File: config.mk
export PLATFORM = sky130hd
export DESIGN_NAME = pin_driver
export DESIGN_NICKNAME = d
export VERILOG_FILES = /design/src/rtl/pin_driver.sv
export SDC_FILE = /design/constraint.sdc
export NUM_CORES = 1
export LEC_CHECK = 0
export CAP_MARGIN = 5
export CORE_MARGIN = 3
export CORE_UTILIZATION = 40
export DETAILED_ROUTE_END_ITERATION = 7
export PLACE_DENSITY_LB_ADDON = 0.2
export SKIP_CTS_REPAIR_TIMING = 1
export SLEW_MARGIN = 20
export SYNTH_ARGS = -nofsm -noshare
export SYNTH_HDL_FRONTEND = slang
export SYNTH_SLANG_ARGS = --single-unit
File: constraint.sdc
create_clock -name clk -period 1.7 [get_ports clk]
set_input_delay 0.51 -clock clk [delete_from_list [all_inputs] [get_ports clk]]
set_output_delay 0.51 -clock clk [all_outputs]
set_load 0.01 [all_outputs]
File: src/rtl/pin_driver.sv
// pin_driver -- bidirectional pad output controller with bus turnaround and hold.
//
// Purpose: drives data_in onto a pad after a TURN_CYCLES gap with the output
// enable low, keeps the pad driven while req is high, then holds the last
// value for HOLD_CYCLES after req drops. All outputs are registered.
//
// Ports:
//   clk        in   single clock, rising edge
//   reset      in   asynchronous, active-high reset
//   req        in   level-sensitive drive request
//   data_in    in   [WIDTH] value to place on the pins
//   ack        out  one-cycle pulse on each entry into DRIVE
//   busy       out  high in every state except IDLE
//   dout       out  [WIDTH] registered pin data
//   oe         out  registered pin output enable
// Optional (macro PIN_DRIVER_CONFLICT_EN):
//   pin_sense  in   [WIDTH] filtered pin readback
//   conflict   out  sticky contention flag, cleared only by reset
module pin_driver #(
  parameter int WIDTH       = 8,
  parameter int TURN_CYCLES = 2,
  parameter int HOLD_CYCLES = 3
) (
  input  logic             clk,
  input  logic             reset,
  input  logic             req,
  input  logic [WIDTH-1:0] data_in,
`ifdef PIN_DRIVER_CONFLICT_EN
  input  logic [WIDTH-1:0] pin_sense,
  output logic             conflict,
`endif
  output logic             ack,
  output logic             busy,
  output logic [WIDTH-1:0] dout,
  output logic             oe
);

  typedef enum logic [1:0] {S_IDLE, S_TURN, S_DRIVE, S_HOLD} state_t;

  localparam logic [3:0] TURN_LD = (TURN_CYCLES > 0) ? 4'(TURN_CYCLES - 1) : 4'd0;
  localparam logic [3:0] HOLD_LD = (HOLD_CYCLES > 0) ? 4'(HOLD_CYCLES - 1) : 4'd0;

  state_t           r_state, w_state_nxt;
  logic [3:0]       r_cnt, w_cnt_nxt;
  logic [WIDTH-1:0] r_dout, w_dout_nxt;
  logic             r_oe, r_ack, r_busy;
  logic             w_oe_nxt;
  logic             w_req;    // request after conflict masking
  logic             w_abort;  // contention detected: drop to IDLE

`ifdef PIN_DRIVER_CONFLICT_EN
  logic       r_conflict;
  logic [1:0] r_stab;  // cycles dout has held its value while driven, saturates at 3

  assign w_req   = req & ~r_conflict;
  assign w_abort = r_oe && (r_stab == 2'd3) && (pin_sense != r_dout);

  always_ff @(posedge clk or posedge reset) begin
    if (reset) begin
      r_conflict <= 1'b0;
      r_stab     <= 2'd0;
    end else begin
      if (w_abort) r_conflict <= 1'b1;
      if (!w_oe_nxt)
        r_stab <= 2'd0;
      else if (r_oe && (w_dout_nxt == r_dout)) begin
        if (r_stab != 2'd3) r_stab <= r_stab + 2'd1;
      end else
        r_stab <= 2'd1;  // first cycle showing a new value
    end
  end

  assign conflict = r_conflict;
`else
  assign w_req   = req;
  assign w_abort = 1'b0;
`endif

  // Next-state and next-output decode; outputs are registered from these.
  always_comb begin
    w_state_nxt = r_state;
    w_cnt_nxt   = r_cnt;
    case (r_state)
      S_IDLE: begin
        if (w_req) begin
          if (TURN_CYCLES == 0) w_state_nxt = S_DRIVE;
          else begin
            w_state_nxt = S_TURN;
            w_cnt_nxt   = TURN_LD;
          end
        end
      end
      S_TURN: begin
        if (!w_req) begin
          w_state_nxt = S_IDLE;
          w_cnt_nxt   = 4'd0;
        end else if (r_cnt == 4'd0)
          w_state_nxt = S_DRIVE;
        else
          w_cnt_nxt = r_cnt - 4'd1;
      end
      S_DRIVE: begin
        if (!w_req) begin
          if (HOLD_CYCLES == 0) w_state_nxt = S_IDLE;
          else begin
            w_state_nxt = S_HOLD;
            w_cnt_nxt   = HOLD_LD;
          end
        end
      end
      S_HOLD: begin
        // A new request resumes driving at once: the bus is still ours.
        if (w_req) begin
          w_state_nxt = S_DRIVE;
          w_cnt_nxt   = 4'd0;
        end else if (r_cnt == 4'd0)
          w_state_nxt = S_IDLE;
        else
          w_cnt_nxt = r_cnt - 4'd1;
      end
      default: begin
        w_state_nxt = S_IDLE;
        w_cnt_nxt   = 4'd0;
      end
    endcase

    if (w_abort) begin
      w_state_nxt = S_IDLE;
      w_cnt_nxt   = 4'd0;
    end

    w_oe_nxt = (w_state_nxt == S_DRIVE) || (w_state_nxt == S_HOLD);
    case (w_state_nxt)
      S_DRIVE: w_dout_nxt = data_in;
      S_HOLD:  w_dout_nxt = r_dout;  // freeze last driven value
      default: w_dout_nxt = '0;
    endcase
  end

  always_ff @(posedge clk or posedge reset) begin
    if (reset) begin
      r_state <= S_IDLE;
      r_cnt   <= 4'd0;
      r_dout  <= '0;
      r_oe    <= 1'b0;
      r_ack   <= 1'b0;
      r_busy  <= 1'b0;
    end else begin
      r_state <= w_state_nxt;
      r_cnt   <= w_cnt_nxt;
      r_dout  <= w_dout_nxt;
      r_oe    <= w_oe_nxt;
      r_ack   <= (w_state_nxt == S_DRIVE) && (r_state != S_DRIVE);
      r_busy  <= (w_state_nxt != S_IDLE);
    end
  end

  assign ack  = r_ack;
  assign busy = r_busy;
  assign dout = r_dout;
  assign oe   = r_oe;

endmodule

* Word-level counts from Yosys, hierarchy flattened
Index checks and enable logic that the tools add are counted.
** Word-level totals
- Logic and storage cells :: 35
- Register bits :: 17
- Input port bits :: 11
- Output and inout bits :: 11
** Operators by class
- Muxes and demuxes :: 14
- Eq/ne operators :: 8
- Add/sub/neg operators :: 1
- Reductions and logical operators :: 6
** Operators with widths (number)
- two-way mux 4 bit :: 5
- one-hot mux 4 bit (4 select lines) :: 1
- one-hot mux 8 bit (2 select lines) :: 1
- two-way mux 2 bit :: 6
- equality test 2 bit, second input constant :: 4
- one-hot mux 2 bit (4 select lines) :: 1
- inequality test 2 bit, second input constant :: 3
- zero test 4 bit :: 1
- subtractor 4 x 1 -> 4 bit, second input constant :: 1
- equality test 2 x 1 -> 1 bit, second input constant :: 1
- zero test 2 bit :: 1
- AND reduction 2 bit :: 1
- nonzero test 2 bit :: 1
- logical AND 1 bit :: 1
- logical OR 1 bit :: 1

* Logic depth before layout (Yosys ltp)
Gate-level depths: netlist of run 1.
- Depth after elaboration :: 6
- Gate-level depth with buffers :: 7
- Mapped depth without buffers :: 6

* Worst setup path before layout of run 1
Ideal clock, no wire load.
- Kind :: register to register
- From :: reg r_cnt[0]
- To :: reg r_dout[0] (netlist: dout[0])
- Arrival time :: 1.403 ns
- Data required time :: 1.579 ns
- Setup slack :: 0.176 ns
- Cell stages (with the launch flop) :: 8
- Buffers on the path :: 1
- Clock period less this slack :: 1.524 ns
- Setup time :: 0.121 ns
- Path through :: dfrtp_1 > inv_1 > ha_1 > nor3b_2 > and2_1 > o21a_1 > buf_6 > a22o_1
** Between the ends
- Word-level cells in the longest chain between the ends :: 6
- Elaborated cells between the ends (all ways) :: 9
- Those cells by class :: 2 x eq/ne; 6 x mux; 1 x reduce/logical
** Ends and longest elaborated chain
- from (decl) :: RTL line 44 : logic [3:0] r_cnt, w_cnt_nxt;
- from (signal assigned) :: RTL line 150 : r_cnt <= w_cnt_nxt;
- zero test 4 bit * :: RTL line 97, 116
- two-way mux 2 bit (on tied branches) :: RTL line 116, 97
- two-way mux 2 bit (on tied branches) :: RTL line 113, 94
- one-hot mux 2 bit (4 select lines) * :: RTL line 83 : case (r_state)
- equality test 2 bit :: RTL line 133 : case (w_state_nxt)
- one-hot mux 8 bit (2 select lines) :: RTL line 133
- to (signal assigned) :: RTL line 151 : r_dout <= w_dout_nxt;
- to (decl) :: RTL line 45 : logic [WIDTH-1:0] r_dout, w_dout_nxt;
Every way passes the cells marked *; elsewhere a longest branch is shown, timed or not.
A chain may end at the register's enable or synchronous reset.

* Worst setup path after layout of run 1
- From :: reg r_busy (netlist: busy)
- To :: out busy
** RTL lines
- from (decl) :: RTL line 46 : logic r_oe, r_ack, r_busy;
- from (signal assigned) :: RTL line 154 : r_busy <= (w_state_nxt != S_IDLE);
- to (decl) :: RTL line 33 : output logic busy,
No word-level cell between the ends.

==> results of run 1 <==
## through the flow
stage,total power (W),utilization
2_1_floorplan,0.00118,-
3_3_place_gp,0.00151,0.599
3_5_place_dp,0.00153,0.599
4_1_cts,0.00174,0.615
5_1_grt,0.00190,0.639
6_report,0.00175,0.639
## cell type report
| class | instances | area (um^2) |
|---|---|---|
| repair buffers | 30 | 315 |
| multi-input cells | 46 | 322 |
| clock buffers | 3 | 22.5 |
| clock inverters | 1 | 5.00 |
| well taps | 25 | 31.3 |
| fillers | 148 | 643 |
| flip-flops and latches | 17 | 425 |
| inverters | 5 | 18.8 |
## cells in the final DEF (no fill, tap or decap), types with 3 or more instances in the layout
cell | Yosys | routed
dfrtp_1 | 17 | 17
clkdlybuf4s50_1 | 0 | 11
dlymetal6s2s_1 | 0 | 10
a22o_1 | 8 | 8
buf_4 | 1 | 8
nand2_1 | 8 | 7
inv_1 | 4 | 4
a21oi_1 | 4 | 4
and2_1 | 3 | 3
clkbuf_4 | 0 | 3
## how the worst min path moves through the flow
stage / startpoint / end
after global routing: dout[6]$_DFFE_PP0P_ / dout[6]$_DFFE_PP0P_
after CTS: dout[5]$_DFFE_PP0P_ / dout[5]$_DFFE_PP0P_
after detailed placement: dout[5]$_DFFE_PP0P_ / dout[5]$_DFFE_PP0P_
after floorplan: reset / ack$_DFF_PP0_
final: dout[5]$_DFFE_PP0P_ / dout[5]$_DFFE_PP0P_
after global placement: dout[0]$_DFFE_PP0P_ / dout[0]$_DFFE_PP0P_
## routing by layer
metal | routed length (um) | vias to the layer above
met1 | 728 | 305
met2 | 761 | 13
met3 | 68 | 2
li1 | - | 310
met4 | 6 | 0
met5 | 0 | -
## Yosys cell counts
cell / count
a211oi_1: 2
a21o_1: 2
a21oi_1: 4
a22o_1: 8
a22oi_1: 1
and2_1: 3
buf_2: 2
buf_4: 1
buf_6: 1
dfrtp_1: 17
ha_1: 1
inv_1: 4
inv_2: 1
nand2_1: 8
nand2b_1: 1
nand3_1: 1
nand4bb_1: 1
nor2_1: 2
nor2_2: 1
nor3b_1: 2
nor3b_2: 1
nor4_1: 1
o21a_1: 1
o21ai_0: 1
o21ai_1: 2
or2_1: 1
or3_1: 1
xor2_2: 1
## kinds of logic (layout without fill, tap and decap cells)
logic type	count (synthesis)	after routing	synth area share
XOR/XNOR	1	1	0.0208
AND/OR/NAND/NOR	23	23	0.168
adder cells (fa/ha/maj)	1	1	0.0160
buffers and inverters	9	39	0.0607
flip-flops	17	17	0.543
AO/OA/AOI/OAI	21	21	0.192
## flip-flops by register name (all words and copies together) (netlist names)
| register | cells |
|---|---|
| ack | 1 |
| busy | 1 |
| dout | 8 |
| oe | 1 |
| r_cnt | 4 |
| r_state | 2 |
## power breakdown
part	switching [W]	total (W)	internal (W)
clock network	0.000123	0.000210	0.0000873
logic	0.000382	0.000861	0.000480
registers	0.000129	0.000675	0.000547
## worst reg2reg max path, cell delays in order, from the launching register on
cell     delay (ps)
dfrtp_1         360
inv_1            60
ha_2            190
nor3b_4         160
and2_1          180
o21a_1          200
buf_12          140
a22o_1          180
==> summary.md, run 1 <==
| Metric | Value |
|---|---|
| HPWL after detailed placement | `1180 um` |
| CTS tree | `done` |
| CTS buffer count | `3` |
| M3 GR Usage | `0.0445` |
| Netlist cell types | `28` |
| M1 GR Usage | `0.181` |
| Tmin final | `between 1500 and 2000 ps` |
| I/O pin count | `22` |
| Final Hold Vio Count | `0` |
| Pre-CTS WS | `-111 ps` |
| CP max-delay cell | `clkdlybuf4s50_1` |
| Critical-path maximum fanout | `1` |
| Design area | `approximately 1100 um^2` |
| R2R cell count | `7` |
| Final worst path period share | `0.971` |
| Reg-to-reg slack, setup | `130 ps` |
| DRT antenna net count | `0` |
| GR Overflow Total | `0` |
| Inserted Diodes | `0` |
| Run status | `finished clean` |
| Initial antenna violation count | `0` |
| Final nets | `115` |
| P_leak | `roughly 0.67 nW` |
| Sum Neg Setup Slack | `0 ps` |
| Crit. Startpoint | `busy$_DFF_PP0_` |
| Hold Path Stages | `1` |
| Cell Chain, Critical Path | `clkdlybuf4s50_1` |
| Final WL | `roughly 1600 um` |
| Hold slack | `506 ps` |
| Crit path launch type | `flip-flop` |
| Worst r2r src | `r_cnt[0]$_DFFE_PP0P_` |
| Fmax | `between 600 and 700 MHz` |
| Pwr Density | `roughly 1500 nW/um^2` |
| Seq cells post-synth | `17` |
| Slew Limit Headroom | `0.796` |
| Largest net degree at the start of global routing | `18` |
| IO buf count | `21` |
| # setup viols final | `0` |
| Post-DP Area | `between 1000 and 1500 um^2` |
| Worst hold path class | `reg2reg` |
| CTS root buffer | `clkbuf_4` |
| Die area | `around 2500 um^2` |
| Cells after DPL | `between 100 and 150` |
| Arrival time worst endpoint | `1140 ps` |
| Vias per cell | `4.96` |
| CP Capture Point | `busy` |
| Post-synth top area share | `0.543` |
| Area leader, netlist | `dfrtp_1` |
| Clock Pin Slew Worst Setup and Hold Paths | `100 ps` |
| CP endpoint kind | `primary output` |
| CP Buf/Inv Count | `1` |
| Synth Instances | `72` |
| CTS H-tree lvls | `1` |
| Sequential share of the synthesized area | `0.543` |
| Synthesized cell area | `783 um^2` |
| Critical R2R Capture | `dout[1]$_DFFE_PP0P_` |
| Overall Global Routing Usage | `0.138` |
| Die Ht | `50.3 um` |
| Ranking of synthesized cells by area | `dfrtp_1, a22o_1, nand2_1` |
| DRC | `0` |
| Die width | `50.3 um` |
| Clock latency on the worst-skew pair | `280 ps` |
| Busiest layer in global routing | `met2` |
| Met2 Use GR | `0.215` |
| Share of post-route cells with drive strength above 1 | `0.186` |
| Max cap viols | `0` |
| Area growth syn-to-layout | `45.5%` |
| Initial drt markers | `6` |
| Setup repair after global routing missed its margin | `no` |
| Clock buffer depth | `2` |
| Critical Path RT | `about 1200 ps` |
| Finished Layout Cells | `127` |
| FP Rows | `15` |
| Initial DRT Pass Iterations | `4` |
| Post-Syn Area per Cell | `around 11 um^2` |
| DR WL/cell | `roughly 12 um` |
| CORE AREA | `between 1500 and 2000 um^2` |
| Clock Skew | `2.35 ps` |
| Least-Margin Pin Slew | `between 300 and 400 ps` |
| First-pass GRT wire length | `2630 um` |
| Initial Utilization | `0.439` |
| Via count | `630` |
| Worst Setup Slack, final | `49.3 ps` |
| Syn nets | `84` |
| IR drop worst, VDD | `0.819 mV` |
| Vias in the first global route | `588` |
| Pins Over Slew Limit | `0` |
| Largest stage delay on the critical path | `530 ps` |
| CTS sink cnt | `17` |
| Synth Warn # | `0` |
| GPL Wtd Cong | `roughly 0.78` |
| Stages on worst setup path | `1` |
| Family with the most delay on the worst path | `buffers and inverters` |
| Crit Path Class | `reg2out` |
(Power assumes the default switching activity.)
==> run 2: changes to the inputs <==
- CORE_UTILIZATION: 40 -> 45
==> run 2 against run 1 <==
  * Non-clock buffer count increased by 1
  * Combinational power is 2% higher
  * Count of clock-buffer cells in the layout unchanged
  * Core utilization increased by 7.7 points
  * Critical endpoint is now dout[2]$_DFFE_PP0P_
==> summary.md, run 2 (synthesized netlist as in run 1, its figures left out) <==
| Metric | Value |
|---|---|
| Run status | `finished clean` |
| # setup viols final | `0` |
| IR drop worst, VDD | `approximately 0.86 mV` |
| FP Rows | `14` |
| Final nets | `116` |
| Power after layout | `~0.0018 W` |
| P_leak | `just under 0.7 nW` |
| Die area | `2280 um^2` |
| GR Overflow Total | `0` |
| Commonest non-fill, non-tap cells in the layout | `dfrtp_1, dlymetal6s2s_1, clkdlybuf4s50_1` |
| Initial DRT Pass Iterations | `3` |
| HPWL after detailed placement | `between 1000 and 1500 um` |
| Largest net degree at the start of global routing | `18` |
| Setup repair after global routing missed its margin | `no` |
| CORE AREA | `1580 um^2` |
| Overall Global Routing Usage | `0.161` |
| CTS sink cnt | `17` |
| Worst Setup Slack, final | `123 ps` |
| Pins Over Slew Limit | `0` |
| Die width | `47.7 um` |
| Worst hold start | `dout[0]$_DFFE_PP0P_` |
| Pwr Density | `1550 nW/um^2` |
| DRT antenna net count | `0` |
| Clock Skew | `4.89 ps` |
| Crit Path Class | `reg2reg` |
| CTS root buffer | `clkbuf_4` |
| Post-DP Area | `1060 um^2` |
| Critical Path RT | `1880 ps` |
| Initial drt markers | `10` |
| Vias in the first global route | `a little under 600` |
| CP endpoint kind | `flip-flop` |
| IO buf count | `21` |
| Sum Neg Setup Slack | `0 ps` |
| Least-Margin Pin Slew | `280 ps` |
| Max reg flops | `8` |
| Crit path launch type | `flip-flop` |
| Critical-path maximum fanout | `9` |
| Fmax | `634 MHz` |
| DRC | `0` |
| Die Ht | `47.7 um` |
| Initial Utilization | `0.497` |
| Tmin final | `1580 ps` |
| Pre-CTS WS | `-155 ps` |
| Final Hold Vio Count | `0` |
| CTS buffer count | `3` |
| Area growth syn-to-layout | `44.2%` |
| Arrival time worst endpoint | `1760 ps` |
| Final worst path period share | `0.928` |
| GPL Wtd Cong | `0.816` |
| CTS tree | `done` |
| Share of post-route cells with drive strength above 1 | `0.184` |
| Worst hold path class | `reg2reg` |
| Slew Limit Headroom | `0.813` |
| Clock latency on the worst-skew pair | `approximately 280 ps` |
| Worst r2r src | `r_cnt[0]$_DFFE_PP0P_` |
| Final design utilization | `0.717` |
| First-pass GRT wire length | `2530 um` |
| Clock Pin Slew Worst Setup and Hold Paths | `approximately 100 ps` |
| CTS H-tree lvls | `1` |
| Clock buffer depth | `2` |
| Inserted Diodes | `0` |
| Commonest non-fill, non-tap cell in the layout | `dfrtp_1` |
| Vias per cell | `5.24` |
| Via count | `623` |
| I/O pin count | `22` |
| Crit. Startpoint | `r_cnt[0]$_DFFE_PP0P_` |
| Max cap viols | `0` |
| Initial antenna violation count | `0` |
| Design area | `1130 um^2` |
| Final WL | `1630 um` |
| DR WL/cell | `13.7 um` |
-- run 2: critical path: stages, from the launching register on --
cell	delay, ps
dfrtp_1	380
inv_1	60
ha_2	180
nor3b_2	160
and2_1	180
o21a_1	200
buf_12	140
a22o_1	180
-- run 2: final timing paths --
path / to / slack, ps / cells past startpoint
max: dout[2]$_DFFE_PP0P_ / 120 / 7
min: dout[0]$_DFFE_PP0P_ / 500 / 1
max reg2reg: dout[2]$_DFFE_PP0P_ / 120 / 7
min reg2reg: dout[0]$_DFFE_PP0P_ / 500 / 1
max in group asynchronous: r_cnt[0]$_DFFE_PP0P_ / 980 / 3
min in group asynchronous: dout[0]$_DFFE_PP0P_ / 530 / 3
-- run 2: layout make-up --
type                    count  area, um^2
fillers                   121         447
flip-flops and latches     17         425
repair buffers             31         325
multi-input cells          46         313
clock buffers               3        22.5
well taps                  16        20.0
inverters                   5        18.8
clock inverters             1        5.00
-- run 2: metrics by stage --
stage               hold WS, ps  cells
global placement            488    113
global route                528    119
floorplan                   436     72
CTS                         518    117
detailed placement          494    113
finish                      504    119
-- run 2: routing by layer --
layer  GRT usage  vias to the layer above  wire, um
li1            -                      316         -
met1       0.205                      295       723
met2       0.264                       10       828
met3      0.0376                        2        67
met4      0.0645                        0        12
met5           0                        -         0
-- run 2: where the power goes --
| part | switching, W | total, W | leakage, nW | internal [W] |
|---|---|---|---|---|
| clock network | 0.000128 | 0.000215 | 0.0177 | 0.0000873 |
| registers | 0.000118 | 0.000665 | 0.219 | 0.000547 |
| logic | 0.000394 | 0.000876 | 0.446 | 0.000482 |
| total | 0.000639 | 0.00176 | 0.683 | 0.00112 |
